==> config.mk <==
export PLATFORM = sky130hd
export DESIGN_NAME = heat_sequencer
export DESIGN_NICKNAME = d
export VERILOG_FILES = /design/src/rtl/heat_sequencer.sv
export SDC_FILE = /design/constraint.sdc
export NUM_CORES = 1
export LEC_CHECK = 0
export BUFFER_PORTS_ARGS = -buffer_cell sky130_fd_sc_hd__buf_2
export CAP_MARGIN = 20
export CORE_UTILIZATION = 53
export DETAILED_ROUTE_END_ITERATION = 10
export HOLD_SLACK_MARGIN = 0.1
export PLACE_DENSITY = 0.77
export SYNTH_ARGS = -nofsm -noshare
export SYNTH_HDL_FRONTEND = slang
export SYNTH_SLANG_ARGS = --single-unit
export TNS_END_PERCENT = 10
==> constraint.sdc <==
create_clock -name Clk -period 3.34 [get_ports Clk]
set_input_delay 0.334 -clock Clk [delete_from_list [all_inputs] [get_ports Clk]]
set_output_delay 0.334 -clock Clk [all_outputs]
set_load 0.02 [all_outputs]
==> src/rtl/heat_sequencer.sv <==
// Cooking-timer sequencer: IDLE/SET/RUN/PAUSE/DONE with mm:ss countdown and beep.
// Optional door interlock enabled by defining DOOR_INTERLOCK_EN.
module heat_sequencer #(
    parameter int MAX_MIN    = 99,
    parameter int STEP_SEC   = 30,
    parameter int BEEP_TICKS = 3
) (
    input  logic       Clk,
    input  logic       reset,
    input  logic [3:0] Estado,
    input  logic       tick,
    input  logic       inc,
    input  logic       dec,
    input  logic       door_open,
    output logic       heater,
    output logic [6:0] minutes,
    output logic [5:0] seconds,
    output logic       beep,
    output logic [2:0] state_out
);
    typedef enum logic [2:0] {
        IDLE  = 3'b000,
        SET   = 3'b001,
        RUN   = 3'b010,
        PAUSE = 3'b011,
        DONE  = 3'b100
    } state_t;

    localparam logic [3:0] E_ADJ  = 4'b0001;
    localparam logic [3:0] E_HEAT = 4'b0100;
    localparam int         BW     = (BEEP_TICKS > 1) ? $clog2(BEEP_TICKS) : 1;
    localparam logic [BW-1:0] BLAST = BW'(BEEP_TICKS - 1);
    localparam logic [6:0] MAX7   = 7'(MAX_MIN);
    localparam logic [6:0] STEP7  = 7'(STEP_SEC);

    state_t        r_state, w_state_nx;
    logic [6:0]    r_min, w_min_nx;
    logic [5:0]    r_sec, w_sec_nx;
    logic [BW-1:0] r_bcnt, w_bcnt_nx;
    logic          w_door;

`ifdef DOOR_INTERLOCK_EN
    assign w_door = door_open;
`else
    logic w_unused_door;
    assign w_unused_door = door_open;
    assign w_door        = 1'b0;
`endif

    // inc: add STEP with minute carry, then clamp to MAX_MIN:59
    logic [6:0] w_sec_sum;
    logic       w_inc_c;
    logic [7:0] w_min_inc;
    logic [5:0] w_sec_inc;
    logic       w_inc_sat;
    assign w_sec_sum = {1'b0, r_sec} + STEP7;
    assign w_inc_c   = (w_sec_sum >= 7'd60);
    assign w_sec_inc = 6'(w_inc_c ? (w_sec_sum - 7'd60) : w_sec_sum);
    assign w_min_inc = {1'b0, r_min} + {7'd0, w_inc_c};
    assign w_inc_sat = (w_min_inc > {1'b0, MAX7});

    // dec: subtract STEP with minute borrow, clamp at 00:00
    logic       w_borrow;
    logic [5:0] w_sec_dec;
    logic       w_dec_sat;
    assign w_borrow  = ({1'b0, r_sec} < STEP7);
    assign w_sec_dec = 6'(w_borrow ? ({1'b0, r_sec} + 7'd60 - STEP7) : ({1'b0, r_sec} - STEP7));
    assign w_dec_sat = w_borrow && (r_min == 7'd0);

    logic w_time_zero, w_time_one;
    assign w_time_zero = (r_min == 7'd0) && (r_sec == 6'd0);
    assign w_time_one  = (r_min == 7'd0) && (r_sec == 6'd1);

    always_comb begin
        w_state_nx = r_state;
        w_min_nx   = r_min;
        w_sec_nx   = r_sec;
        w_bcnt_nx  = '0;
        case (r_state)
            IDLE: begin
                if (Estado == E_ADJ)
                    w_state_nx = SET;
                else if (Estado == E_HEAT && !w_time_zero && !w_door)
                    w_state_nx = RUN;
            end
            SET: begin
                if (Estado != E_ADJ) begin
                    w_state_nx = IDLE;
                end else if (inc && !dec) begin
                    w_min_nx = w_inc_sat ? MAX7  : w_min_inc[6:0];
                    w_sec_nx = w_inc_sat ? 6'd59 : w_sec_inc;
                end else if (dec && !inc) begin
                    w_min_nx = w_dec_sat ? 7'd0 : r_min - {6'd0, w_borrow};
                    w_sec_nx = w_dec_sat ? 6'd0 : w_sec_dec;
                end
            end
            RUN: begin
                if (w_door || Estado != E_HEAT) begin
                    w_state_nx = PAUSE;
                end else if (tick) begin
                    if (w_time_one || w_time_zero) begin
                        w_state_nx = DONE;
                        w_min_nx   = 7'd0;
                        w_sec_nx   = 6'd0;
                    end else if (r_sec == 6'd0) begin
                        w_min_nx = r_min - 7'd1;
                        w_sec_nx = 6'd59;
                    end else begin
                        w_sec_nx = r_sec - 6'd1;
                    end
                end
            end
            PAUSE: begin
                if (Estado == E_HEAT && !w_door)
                    w_state_nx = RUN;
                else if (Estado == E_ADJ)
                    w_state_nx = SET;
            end
            DONE: begin
                w_min_nx = 7'd0;
                w_sec_nx = 6'd0;
                if (Estado == E_ADJ) begin
                    w_state_nx = SET;
                end else if (tick) begin
                    if (r_bcnt == BLAST) w_state_nx = IDLE;
                    else                 w_bcnt_nx  = r_bcnt + 1'b1;
                end else begin
                    w_bcnt_nx = r_bcnt;
                end
            end
            default: w_state_nx = IDLE;
        endcase
    end

    always_ff @(posedge Clk or negedge reset) begin
        if (!reset) begin
            r_state <= IDLE;
            r_min   <= '0;
            r_sec   <= '0;
            r_bcnt  <= '0;
        end else begin
            r_state <= w_state_nx;
            r_min   <= w_min_nx;
            r_sec   <= w_sec_nx;
            r_bcnt  <= w_bcnt_nx;
        end
    end

    // Decoded straight from the state register so async reset drops them at once
    assign heater    = (r_state == RUN);
    assign beep      = (r_state == DONE);
    assign minutes   = r_min;
    assign seconds   = r_sec;
    assign state_out = r_state;
endmodule
## Word level (Yosys, flattened, before mapping)

Index checks and enable logic that the tools add are counted.

| word-level totals | value |
|---|---|
| register bits | 18 |
| input bits | 10 |
| output and inout port bits | 18 |
| word-level logic and storage cells | 94 |

| operators by class | value |
|---|---|
| $add $sub $neg | 10 |
| $lt $le $gt $ge | 3 |
| equality and inequality tests | 22 |
| multiplexer cells | 38 |
| reduce and logical (&&, ||, !) cells | 17 |

Operators with widths:

| kind | count |
|---|---|
| two-way mux 6 bit | 11 |
| two-way mux 7 bit | 9 |
| two-way mux 3 bit | 11 |
| case mux 7 bit (3 select lines) | 1 |
| case mux 6 bit (3 select lines) | 1 |
| case mux 3 bit (5 select lines) | 1 |
| subtractor 6 x 5 -> 6 bit (second input constant) | 2 |
| != test 3 x 1 -> 1 bit (second input constant) | 3 |
| != test 3 bit (second input constant) | 3 |
| adder 7 x 1 -> 8 bit | 1 |
| greater-than comparator 8 x 7 -> 1 bit (second input constant) | 1 |
| two-way mux 2 bit | 4 |
| != test 2 bit (second input constant) | 4 |
| adder 6 x 5 -> 7 bit (second input constant) | 1 |
| greater-or-equal comparator 7 x 6 -> 1 bit (second input constant) | 1 |
| zero test 7 bit | 1 |
| AND reduction 7 bit | 1 |
| subtractor 7 x 1 -> 7 bit | 1 |
| subtractor 7 x 1 -> 7 bit (second input constant) | 1 |
| adder 6 bit (second input constant) | 1 |
| == test 3 x 2 -> 1 bit (second input constant) | 2 |
| == test 6 x 1 -> 1 bit (second input constant) | 1 |
| logical AND 1 bit | 6 |
| zero test 6 bit | 1 |
| 18 further kinds | 21 |

## Longest topological paths before layout

| depth | value |
|---|---|
| depth after elaboration | 8 |
| gate-level depth with buffers | 18 |
| gate-level depth less buffers | 16 |

## Least setup slack after synthesis

OpenSTA, ideal clock, no wires.

| timing | value |
|---|---|
| path type | register to register |
| from | register r_sec[1], in the netlist seconds[1] |
| to | register r_min[3], in the netlist minutes[3] |
| data arrival time | 3.676 ns |
| data required time | 3.202 ns |
| setup slack | -0.474 ns |
| cell stages (with the launch flop) | 18 |
| buffers on the path | 2 |
| clock period less this slack | 3.814 ns |
| cell sequence | dfrtp_1 > clkbuf_1 > inv_1 > ha_1 > clkbuf_1 > xor2_1 > ha_1 > nand2_1 > a21oi_4 > a21oi_2 > a211oi_4 > ha_1 > and4_1 > o211ai_1 > a21oi_1 > nor2_1 > a2111oi_0 > a21oi_1 |

| between the ends | value |
|---|---|
| longest elaborated chain between the ends | 8 |
| elaborated cells between the ends (all ways) | 23 |
| classes of those cells | add/sub: 3; order compare: 3; eq/ne: 2; mux: 9; reduce/logical: 6 |

RTL lines:

| element | RTL line | text |
|---|---|---|
| start, declared | 38 | `logic [5:0] r_sec, w_sec_nx;` |
| start signal, assigned | 144 | `r_sec <= w_sec_nx;` |
| adder 6 x 5 -> 7 bit | 56 | `assign w_sec_sum = {1'b0, r_sec} + STEP7;` |
| greater-or-equal comparator 7 x 6 -> 1 bit | 57 | `assign w_inc_c = (w_sec_sum >= 7'd60);` |
| adder 7 x 1 -> 8 bit | 59 | `assign w_min_inc = {1'b0, r_min} + {7'd0, w_inc_c};` |
| greater-than comparator 8 x 7 -> 1 bit | 60 | `assign w_inc_sat = (w_min_inc > {1'b0, MAX7});` |
| two-way mux 7 bit | 90 | `w_min_nx = w_inc_sat ? MAX7 : w_min_inc[6:0];` |
| two-way mux 7 bit | 89 | `end else if (inc && !dec) begin` |
| two-way mux 7 bit | 87 | `if (Estado != E_ADJ) begin` |
| case mux 7 bit (3 select lines) | 79 | `case (r_state)` |
| end signal, assigned | 143 | `r_min <= w_min_nx;` |
| end, declared | 37 | `logic [6:0] r_min, w_min_nx;` |

Several ways; a longest one is shown, not always the timed one. The select of a mux whose other input is x is not followed.
A chain may end at the register's enable or synchronous reset.

## Final worst setup path

| timing | value |
|---|---|
| from | register r_sec[2], in the netlist seconds[2] |
| to | register r_min[0], in the netlist minutes[0] |

Same word-level chain as after synthesis.

==> results.md <==
- Status: completed
- CP Data Required Time: 3460 ps
- Row count: 22
- Drt pass-1 iters: 6
- DRC errors left: 0
- Netlist cell types: 65
- Hold Crit Class: input pin to flip-flop
- Worst skew pair latency: 260 ps
- Bufs on Longest Clock Path: 2
- Die height: 65.46 µm
- CTS tree: built
- Post-Synth Adder-Cell Area: 0.08206
- Clock share of power: 0.073
- P_leak: 1.049 nW
- Layout Utilization: 0.6894
- Switching power: 0.001321 W
- Total power: 0.002562 W
- Highest clock rate: 0.3121 GHz
- Register area share after synthesis: 0.2110
- Final setup fails: 0
- Design area: 0.002600 mm²
- Minimum clock period: 3204 ps
- Synth top area cells: dfrtp_1, ha_1, nor2_1
- Syn. warnings: 0
- IO Count: 28
- Final Skew: 4.794 ps
- Reg2reg setup slack: 140 ps
- DR vias: 2459
- Sink Count: 18
- FF+latch count, synth: 18
- Synth Area in Compound Gates: 0.3036
- GPL Wtd Cong: 0.8956
- Combinational power share: 0.769
- Share of the synthesized area in the top cell type: 0.2110
- Post-Route WL: 6236 µm
- Share of layout cells above drive strength 1: 0.2633
- Routed vias/inst: 6.700
- Post-synthesis simple-gate area fraction: 0.2896
- Final nets: 344
- Largest family of logic cells by synthesized area: compound AO/OA/AOI/OAI gates
- Crit share post-route: 0.9593
- Initial Utilization: 0.5660
- Synth Flop Type: dfrtp_1
- Core area: 0.003771 mm²
- CP Capture Type: flip-flop
- First-pass GRT wire length: 10380 µm
- Syn Inst Count: 283
- Number of routed nets with antenna violations: 0
- Tightest hold margin: 477.9 ps
- Most frequent cells in the layout: nor2_1, buf_2, buf_4
- EDFF count, synth: 0
- Max incr delay on CP: 530 ps
- Cell Chain, Critical Path: buf_4 -> or4_4 -> a21oi_4 -> a21oi_2 -> a211oi_4 -> ha_2 -> a31oi_1 -> o211ai_1 -> buf_4 -> nand3b_1 -> o2bb2ai_1 -> a211oi_1 -> a21oi_1
- Internal power: 0.001240 W
- CP max FO: 8
- Power Density: 985.2 mW/mm²
- Num CTS Buffers: 3
- Crit path max-delay cell type: or4_4
- Largest net degree at the start of global routing: 23
- Final hold viol count: 0
- DRT iter0 DRCs: 221
- Max VDD drop: 0.0006750 V
- Post-DP Area: 0.002459 mm²
- DR WL/cell: 16.99 µm
- Die width: 65.46 µm
- Number of diodes: 0
- Vias in the first global route: 2196
- Max-cap violations: 0
- CTS H-tree lvls: 1
- Syn Area/Cell: 7.543 µm²
- Yosys top cell by area: dfrtp_1
- Post-synth ARST share: 1.000
- Filler instances: 306
- Critical path arrival: 3330 ps
- Max Transition Viols Final: 0
- Clock slew at reported path FFs: 80 ps
- Clock Tree Root: clkbuf_8
- Critical Path Most Common Cell: buf_4
- CP Launch Type: flip-flop
- Detailed placer's ending HPWL: 4516 µm
- Relative slew slack: 0.4944
- Area grow syn2layout: 21.81%
- Xor and xnor area share after synthesis: 0.03283
- Syn Nets: 307
- Sw Ratio: 0.5158
- Sequential power share: 0.157
- RSZ-0062 raised after global routing: yes
- Post-Syn Area: 0.002135 mm²
- Commonest non-fill, non-tap cell in the layout: nor2_1
- Initial antenna violation count: 0
- Port bufs: 26
- Total GRT Usage: 0.3098
- Least-Margin Pin Slew: 747.8 ps
- Crit path kind: flip-flop to flip-flop
- Total overflow reported by the global router: 0
- Die area: 0.004285 mm²
- Mux share of post-synthesis cell area: 0.01407
logic make-up (layout without fill, tap and decap cells):
group | after synthesis | count (layout)
flip-flops | 18 | 18
AND/OR/NAND/NOR | 114 | 114
XOR/XNOR | 8 | 8
adder cells (fa/ha/maj) | 14 | 14
AO/OA/AOI/OAI | 91 | 91
multiplexers | 3 | 3
buffers and inverters | 35 | 71
worst max-delay path: cells and delay by family (launching register included):
kind            cells  cell delay, ps
compound gates      8            1400
buf+inv             2             360
flops               1             430
fa+ha+maj           1             250
simple gates        2             630
synthesized netlist by cell type, types with 3 or more instances:
cell	count
clkbuf_1	11
nand2_1	18
ha_1	14
nand2b_1	5
nand4_1	4
a22oi_1	3
and2_1	4
a21oi_1	19
mux2i_1	3
and3_1	5
nor2_1	27
o21ai_0	15
a2111oi_0	3
nor4_1	5
nand3_1	10
inv_1	17
a31oi_1	10
buf_2	6
dfrtp_1	18
nor3_1	16
a41oi_1	3
nor2b_1	3
xnor2_1	6
o22ai_1	3
nand3b_1	3
path summary, 6_finish.rpt:
check | start | depth (start not counted) | endpoint
setup / recovery | seconds[2] | 13 | minutes[0]
hold / removal | tick | 4 | r_bcnt[1]
setup reg to reg | seconds[2] | 13 | minutes[0]
hold reg to reg | r_bcnt[1] | 2 | r_bcnt[1]
max in group asynchronous | reset | 2 | seconds[1]
min in group asynchronous | reset | 2 | minutes[2]
registers in the layout (all words and copies together), names as in the netlist:
name and flops:
minutes 7, r_bcnt 2, state_out 3, seconds 6
power groups by stage:
stage / clock network [W] / registers, W / logic (W)
after global placement: 0 / 0.000404 / 0.00179
after global routing: 0.000193 / 0.000419 / 0.00215
final: 0.000187 / 0.000403 / 0.00197
after detailed placement: 0 / 0.000406 / 0.00182
after floorplan: 0 / 0.000448 / 0.00129
after CTS: 0.000188 / 0.000402 / 0.00183
cell type report:
type                    instances  area (µm²)  share of cell area
clock buffers                   4       55.05             0.02117
inverters                      17       68.82             0.02647
multi-input cells             230        1638              0.6299
flip-flops and latches         18       452.9              0.1742
well taps                      48       60.06             0.02310
repair buffers                 50       325.3              0.1251
metrics by stage:
step	instances	TNS, ps	setup slack [ps]
2_1_floorplan	283	-7.622	-7.622
3_3_place_gp	360	0	107.8
3_5_place_dp	360	0	60.90
4_1_cts	365	0	39.65
5_1_grt	367	-10.31	-5.282
6_report	367	0	136.0
per-layer routing:
layer	global-route usage	vias to the layer above	part of all wire
li1	-	1139	-
met1	0.4420	1171	0.41
met2	0.4923	142	0.49
met3	0.03472	7	0.090
met4	0.08424	0	0.0088
met5	0	-	0
repair_timing:
item | CTS | global route
setup buffers | 0 | 2
setup endpoints to repair | 0 | 8
endpoints found under the hold margin | 18 | 0
resized for setup | 0 | 11
hold buffers | 1 | 0
Power figures use the tool's default switching activity.
